`config.mk`:
```
export PLATFORM = sky130hd
export DESIGN_NAME = i2c_slave
export DESIGN_NICKNAME = d
export VERILOG_FILES = /design/src/rtl/i2c_pkg.sv /design/src/rtl/i2c_sync_edge.sv /design/src/rtl/i2c_slave.sv
export SDC_FILE = /design/constraint.sdc
export NUM_CORES = 1
export LEC_CHECK = 0
export CORE_ASPECT_RATIO = 1.5
export CORE_MARGIN = 2
export CORE_UTILIZATION = 53
export CTS_CLUSTER_DIAMETER = 50
export DETAILED_ROUTE_END_ITERATION = 12
export GPL_TIMING_DRIVEN = 0
export PLACE_DENSITY_LB_ADDON = 0.2
export SLEW_MARGIN = 20
export SYNTH_ARGS = -nofsm -noshare
export SYNTH_HDL_FRONTEND = slang
export SYNTH_HIERARCHICAL = 1
export SYNTH_SLANG_ARGS = --single-unit
```
`constraint.sdc`:
```
create_clock -name clk -period 2.1 [get_ports clk]
set_input_delay 0.42 -clock clk [delete_from_list [all_inputs] [get_ports clk]]
set_output_delay 0.42 -clock clk [all_outputs]
set_load 0.01 [all_outputs]
```
`src/rtl/i2c_pkg.sv`:
```
// Shared I2C definitions: slave FSM state encodings and bus-level constants.
// Also used by the companion master so both sides agree on R/W and ACK polarity.
package i2c_pkg;

    localparam logic [2:0] ST_IDLE     = 3'd0;
    localparam logic [2:0] ST_ADDR     = 3'd1;
    localparam logic [2:0] ST_ADDR_ACK = 3'd2;
    localparam logic [2:0] ST_RX       = 3'd3;
    localparam logic [2:0] ST_RX_ACK   = 3'd4;
    localparam logic [2:0] ST_TX       = 3'd5;
    localparam logic [2:0] ST_TX_ACK   = 3'd6;
    localparam logic [2:0] ST_IGNORE   = 3'd7;

    localparam logic I2C_READ  = 1'b1;
    localparam logic I2C_WRITE = 1'b0;
    localparam logic ACK       = 1'b0;
    localparam logic NACK      = 1'b1;

    // Busy covers every state in which this target owns the transaction.
    function automatic logic state_is_busy(input logic [2:0] st);
        return (st == ST_ADDR_ACK) || (st == ST_RX) || (st == ST_RX_ACK) ||
               (st == ST_TX) || (st == ST_TX_ACK);
    endfunction

endpackage

```
`src/rtl/i2c_sync_edge.sv`:
```
// Synchronizes one asynchronous bus line into clk and flags its rising/falling edges.
// The chain presets to 1 so an idle (pulled-up) bus produces no edge after reset.
module i2c_sync_edge #(
    parameter int STAGES = 2
) (
    input  logic clk,
    input  logic rst,
    input  logic async_in,
    output logic level,
    output logic rise,
    output logic fall
);

    logic [STAGES-1:0] sync_q;
    logic              hist_q;

    // NOTE: registers use non-blocking assignments so every flop in the chain
    // samples the value from before this edge, giving a true shift register.
    always_ff @(posedge clk) begin
        if (rst) begin
            sync_q <= '1;
            hist_q <= 1'b1;
        end else begin
            sync_q[0] <= async_in;
            for (int i = 1; i < STAGES; i++) begin
                sync_q[i] <= sync_q[i-1];
            end
            hist_q <= sync_q[STAGES-1];
        end
    end

    assign level = sync_q[STAGES-1];
    assign rise  = level & ~hist_q;
    assign fall  = ~level & hist_q;

endmodule

```
`src/rtl/i2c_slave.sv`:
```
// I2C target: 7-bit addressing, multi-byte write receive and read transmit.
// SDA is open-drain; sda_oe=1 pulls the line low and changes only on SCL falls.
module i2c_slave
    import i2c_pkg::*;
#(
    parameter logic [6:0] SLAVE_ADDR  = 7'h77,
    parameter int         SYNC_STAGES = 2
) (
    input  logic       clk,
    input  logic       rst,
    input  logic       scl_in,
    input  logic       sda_in,
    output logic       sda_oe,
    input  logic [7:0] tx_data,
    output logic       tx_load,
    output logic [7:0] rx_data,
    output logic       rx_valid,
    output logic       busy,
    output logic [2:0] state
);

    logic scl_level, scl_rise, scl_fall;
    logic sda_level, sda_rise, sda_fall;

    i2c_sync_edge #(.STAGES(SYNC_STAGES)) u_scl_sync (
        .clk      (clk),
        .rst      (rst),
        .async_in (scl_in),
        .level    (scl_level),
        .rise     (scl_rise),
        .fall     (scl_fall)
    );

    i2c_sync_edge #(.STAGES(SYNC_STAGES)) u_sda_sync (
        .clk      (clk),
        .rst      (rst),
        .async_in (sda_in),
        .level    (sda_level),
        .rise     (sda_rise),
        .fall     (sda_fall)
    );

    logic start_det, stop_det;
    assign start_det = sda_fall & scl_level;
    assign stop_det  = sda_rise & scl_level;

    logic [2:0] bit_cnt;
    logic [7:0] shift_q;
    logic       rw_q;
    logic       byte_done;
    logic [7:0] rx_byte;

    assign rx_byte = {shift_q[6:0], sda_level};

    always_ff @(posedge clk) begin
        rx_valid <= 1'b0;
        tx_load  <= 1'b0;
        if (rst) begin
            state     <= ST_IDLE;
            sda_oe    <= 1'b0;
            rx_data   <= 8'h00;
            bit_cnt   <= 3'd0;
            shift_q   <= 8'h00;
            rw_q      <= I2C_WRITE;
            byte_done <= 1'b0;
        end else if (start_det) begin
            state     <= ST_ADDR;
            bit_cnt   <= 3'd0;
            sda_oe    <= 1'b0;
            byte_done <= 1'b0;
        end else if (stop_det) begin
            state     <= ST_IDLE;
            bit_cnt   <= 3'd0;
            sda_oe    <= 1'b0;
            byte_done <= 1'b0;
        end else if (scl_rise) begin
            case (state)
                ST_ADDR: begin
                    shift_q <= rx_byte;
                    bit_cnt <= bit_cnt + 3'd1;
                    if (bit_cnt == 3'd7) begin
                        rw_q  <= sda_level;
                        state <= (shift_q[6:0] == SLAVE_ADDR) ? ST_ADDR_ACK : ST_IGNORE;
                    end
                end
                ST_RX: begin
                    shift_q <= rx_byte;
                    bit_cnt <= bit_cnt + 3'd1;
                    if (bit_cnt == 3'd7) begin
                        rx_data  <= rx_byte;
                        rx_valid <= 1'b1;
                        state    <= ST_RX_ACK;
                    end
                end
                ST_TX: begin
                    bit_cnt <= bit_cnt + 3'd1;
                    if (bit_cnt == 3'd7) byte_done <= 1'b1;
                end
                ST_TX_ACK: begin
                    if (sda_level == NACK) begin
                        state  <= ST_IGNORE;
                        sda_oe <= 1'b0;
                    end
                end
                default: ;
            endcase
        end else if (scl_fall) begin
            case (state)
                // The first fall after the 8th bit asserts ACK; the next one ends it.
                ST_ADDR_ACK: begin
                    if (!sda_oe) begin
                        sda_oe <= 1'b1;
                    end else if (rw_q == I2C_READ) begin
                        state   <= ST_TX;
                        shift_q <= tx_data;
                        tx_load <= 1'b1;
                        sda_oe  <= ~tx_data[7];
                        bit_cnt <= 3'd0;
                    end else begin
                        state   <= ST_RX;
                        sda_oe  <= 1'b0;
                        bit_cnt <= 3'd0;
                    end
                end
                ST_RX_ACK: begin
                    if (!sda_oe) begin
                        sda_oe <= 1'b1;
                    end else begin
                        state  <= ST_RX;
                        sda_oe <= 1'b0;
                    end
                end
                ST_TX: begin
                    if (byte_done) begin
                        state     <= ST_TX_ACK;
                        sda_oe    <= 1'b0;
                        byte_done <= 1'b0;
                    end else begin
                        shift_q <= {shift_q[6:0], 1'b0};
                        sda_oe  <= ~shift_q[6];
                    end
                end
                ST_TX_ACK: begin
                    state   <= ST_TX;
                    shift_q <= tx_data;
                    tx_load <= 1'b1;
                    sda_oe  <= ~tx_data[7];
                    bit_cnt <= 3'd0;
                end
                default: ;
            endcase
        end
    end

    assign busy = state_is_busy(state);

endmodule

```
==> impl_metrics.ini <==
[status]
status = complete, no violations

[cts]
clkTransAtPathRegs_ns = 0.07
cts.sinks = 32
h-tree-depth = 2
cts_tree = yes
clk_latency_ns = 0.28
cts_inserted_buffers = 5
ctsHoldBuffers = 0
clock_path_buffers = 2
cts_root_buf = clkbuf_8

[worst_setup_path]
cp_data_arrival_time_ns = 2.19
reg2reg_depth = 8
start_kind = register
worstPathRequired_ns = 2.30
path_class = register to register
worst-path-max-fanout = 10
end_kind = register

[place]
portBuffers = 26
dp_slack_ns = -0.0891
routabilityCongestion = 0.903
dp_hpwl_um = 3270
place_area_um2 = 2020

[global_route]
antenna_found_initial = 0
grt_max_degree = 11
grt_usage_pct = 26.2
grt_pass1_wl_um = 7160
grt_pass1_vias = 1545
grt_overflow = 0

[floorplan]
row_count = 25
fp.dieH_um = 73.5
dieArea_um2 = 3700
start_util_pct = 54.5
io-pin-count = 27
die_x_um = 50.3
coreArea_um2 = 3130

[timing]
min_period_ns = 1.99
hold_violations = 0
finalCritPeriodShare_pct = 94.6
grt_setup_unrepaired = false
tightestPinTransition_ns = 0.646
whs_ns = 0.406
setup_ws_ns = 0.113
finalSetupTns_ns = 0
setup_viol = 0
fmax_mhz = 503
skew_ns = 0.00469
drv_slew = 0
slew_headroom_pct = 56.9

[synthesis]
synth_seq_cells = 32
syn_avg_cell_area_um2 = 9.12
netlist_area_um2 = 1710
synth_fp_nets = 201
synth_seq_area_share_pct = 37.6
synth_top_flop_cell = dfxtp_1
yosysUniqueCellTypes = 47
netlist_instances = 187
ys_warn_count = 6
synth-async-reset-ratio_pct = 0
synth_edf_count = 0

[finish]
antenna_cells = 0
fillCellCount = 260
layout-drive-gt1-share_pct = 17.5
fin_util_pct = 68.6
multi_input_area_um2 = 997
register_area_um2 = 643
final_cell_mix = dfxtp_1 (30), clkdlybuf4s50_1 (25), nor2_1 (24)
nets = 236
final_common_cell = dfxtp_1
area_growth_syn_to_layout_pct = 25.8
design_area_um2 = 2150

[drt]
ant_nets = 0
wl_per_cell_um = 16.5
drtIter0Drc = 60
route.detailed.drc = 0
first_pass_iters = 4
wl_um = 4330
vias = 1555
viasPerCell = 5.91

[pwr]
vdd.ir_drop.worst_v = 0.000588
power_density_nw_per_um2 = 578
leakagePower_uw = 0.000812

[hold_path]
holdPathStages = 1
hp-class = register to register

[job]
cap_violations = 0
[cells in the mapped netlist, drive strengths merged (3+ instances only)]
library cell | instances | area, um2
a211oi | 7 | 87.6
a21oi | 15 | 90.1
a22oi | 4 | 30.0
buf | 4 | 35.0
clkbuf | 7 | 26.3
dfxtp | 32 | 641
inv | 4 | 15.0
mux2i | 17 | 170
nand2 | 9 | 33.8
nand2b | 4 | 32.5
nand3 | 5 | 25.0
nor2 | 27 | 109
nor2b | 7 | 46.3
o211ai | 3 | 22.5
o21ai | 7 | 38.8
or2 | 8 | 50.1
[registers in the layout, indices dropped and copies added, names as in the netlist]
name	count
state	3
rx_valid	1
bit_cnt	3
u_sda_sync/hist_q	1
sda_oe	1
u_scl_sync/sync_q	2
u_sda_sync/sync_q	2
rx_data	8
u_scl_sync/hist_q	1
tx_load	1
byte_done	1
shift_q	7
rw_q	1
[metrics by stage]
| stage | total power [uW] | instances |
|---|---|---|
| detailed placement | 757 | 253 |
| CTS | 1240 | 261 |
| global route | 1280 | 263 |
| global placement | 755 | 253 |
| floorplan | 711 | 187 |
| finish | 1240 | 263 |
[layout make-up]
type	count	share of cell area, %
multi-input combinational	140	46.5
sequential	32	30.0
timing repair buffer	28	12.8
clock buffer	7	4.02
buffer	11	3.38
tap	40	2.33
inverter	4	0.700
clock inverter	1	0.350
[cell families after synthesis]
group	Yosys count	share of synthesized area (%)
flip-flops	32	37.6
AND/OR/NAND/NOR	72	22.7
AO/OA/AOI/OAI	49	23.8
buffers and inverters	15	4.48
adder cells (fa/ha/maj)	2	1.47
multiplexers	17	9.98
[critical path, stage by stage (launching register included)]
cell and delay, ns:
dfxtp_1 0.40, nor2b_1 0.14, buf_2 0.26, nand2b_1 0.14, o311a_4 0.15, a2111oi_4 0.34, buf_6 0.23, nor2_2 0.05
a211oi_2 0.19
[worst paths after layout]
| path | start | slack, ns | end |
|---|---|---|---|
| worst max-delay path | u_scl_sync/sync_q[1]$_SDFF_PP1_ | 0.11 | shift_q[2]$_SDFFE_PP0P_ |
| worst min-delay path | u_scl_sync/sync_q[0]$_SDFF_PP1_ | 0.41 | u_scl_sync/sync_q[1]$_SDFF_PP1_ |
| worst min register to register | u_scl_sync/sync_q[0]$_SDFF_PP1_ | 0.41 | u_scl_sync/sync_q[1]$_SDFF_PP1_ |
| worst max register to register | u_scl_sync/sync_q[1]$_SDFF_PP1_ | 0.11 | shift_q[2]$_SDFFE_PP0P_ |
[timing repair]
item                                    in CTS  in global routing
pin swaps                                    0                  1
gates resized for setup                      9                  1
setup buffers                                0                  2
endpoints found under the setup margin       9                  4
[per-layer routing]
metal	part of all wire, %	up-vias	global-route usage, %
li1	-	737	-
met1	37	732	26.9
met2	53	64	48.2
met3	4.5	22	5.69
met4	5.4	0	15.0
met5	0	-	0
[where the power goes]
part | switching (uW) | leakage, uW | internal [uW]
Clock | 229 | 0.0000445 | 266
Combinational | 64.0 | 0.000508 | 56.3
Sequential | 8.87 | 0.000259 | 616
Total | 302 | 0.000812 | 938
No activity file was read; power rests on OpenSTA's default activity.
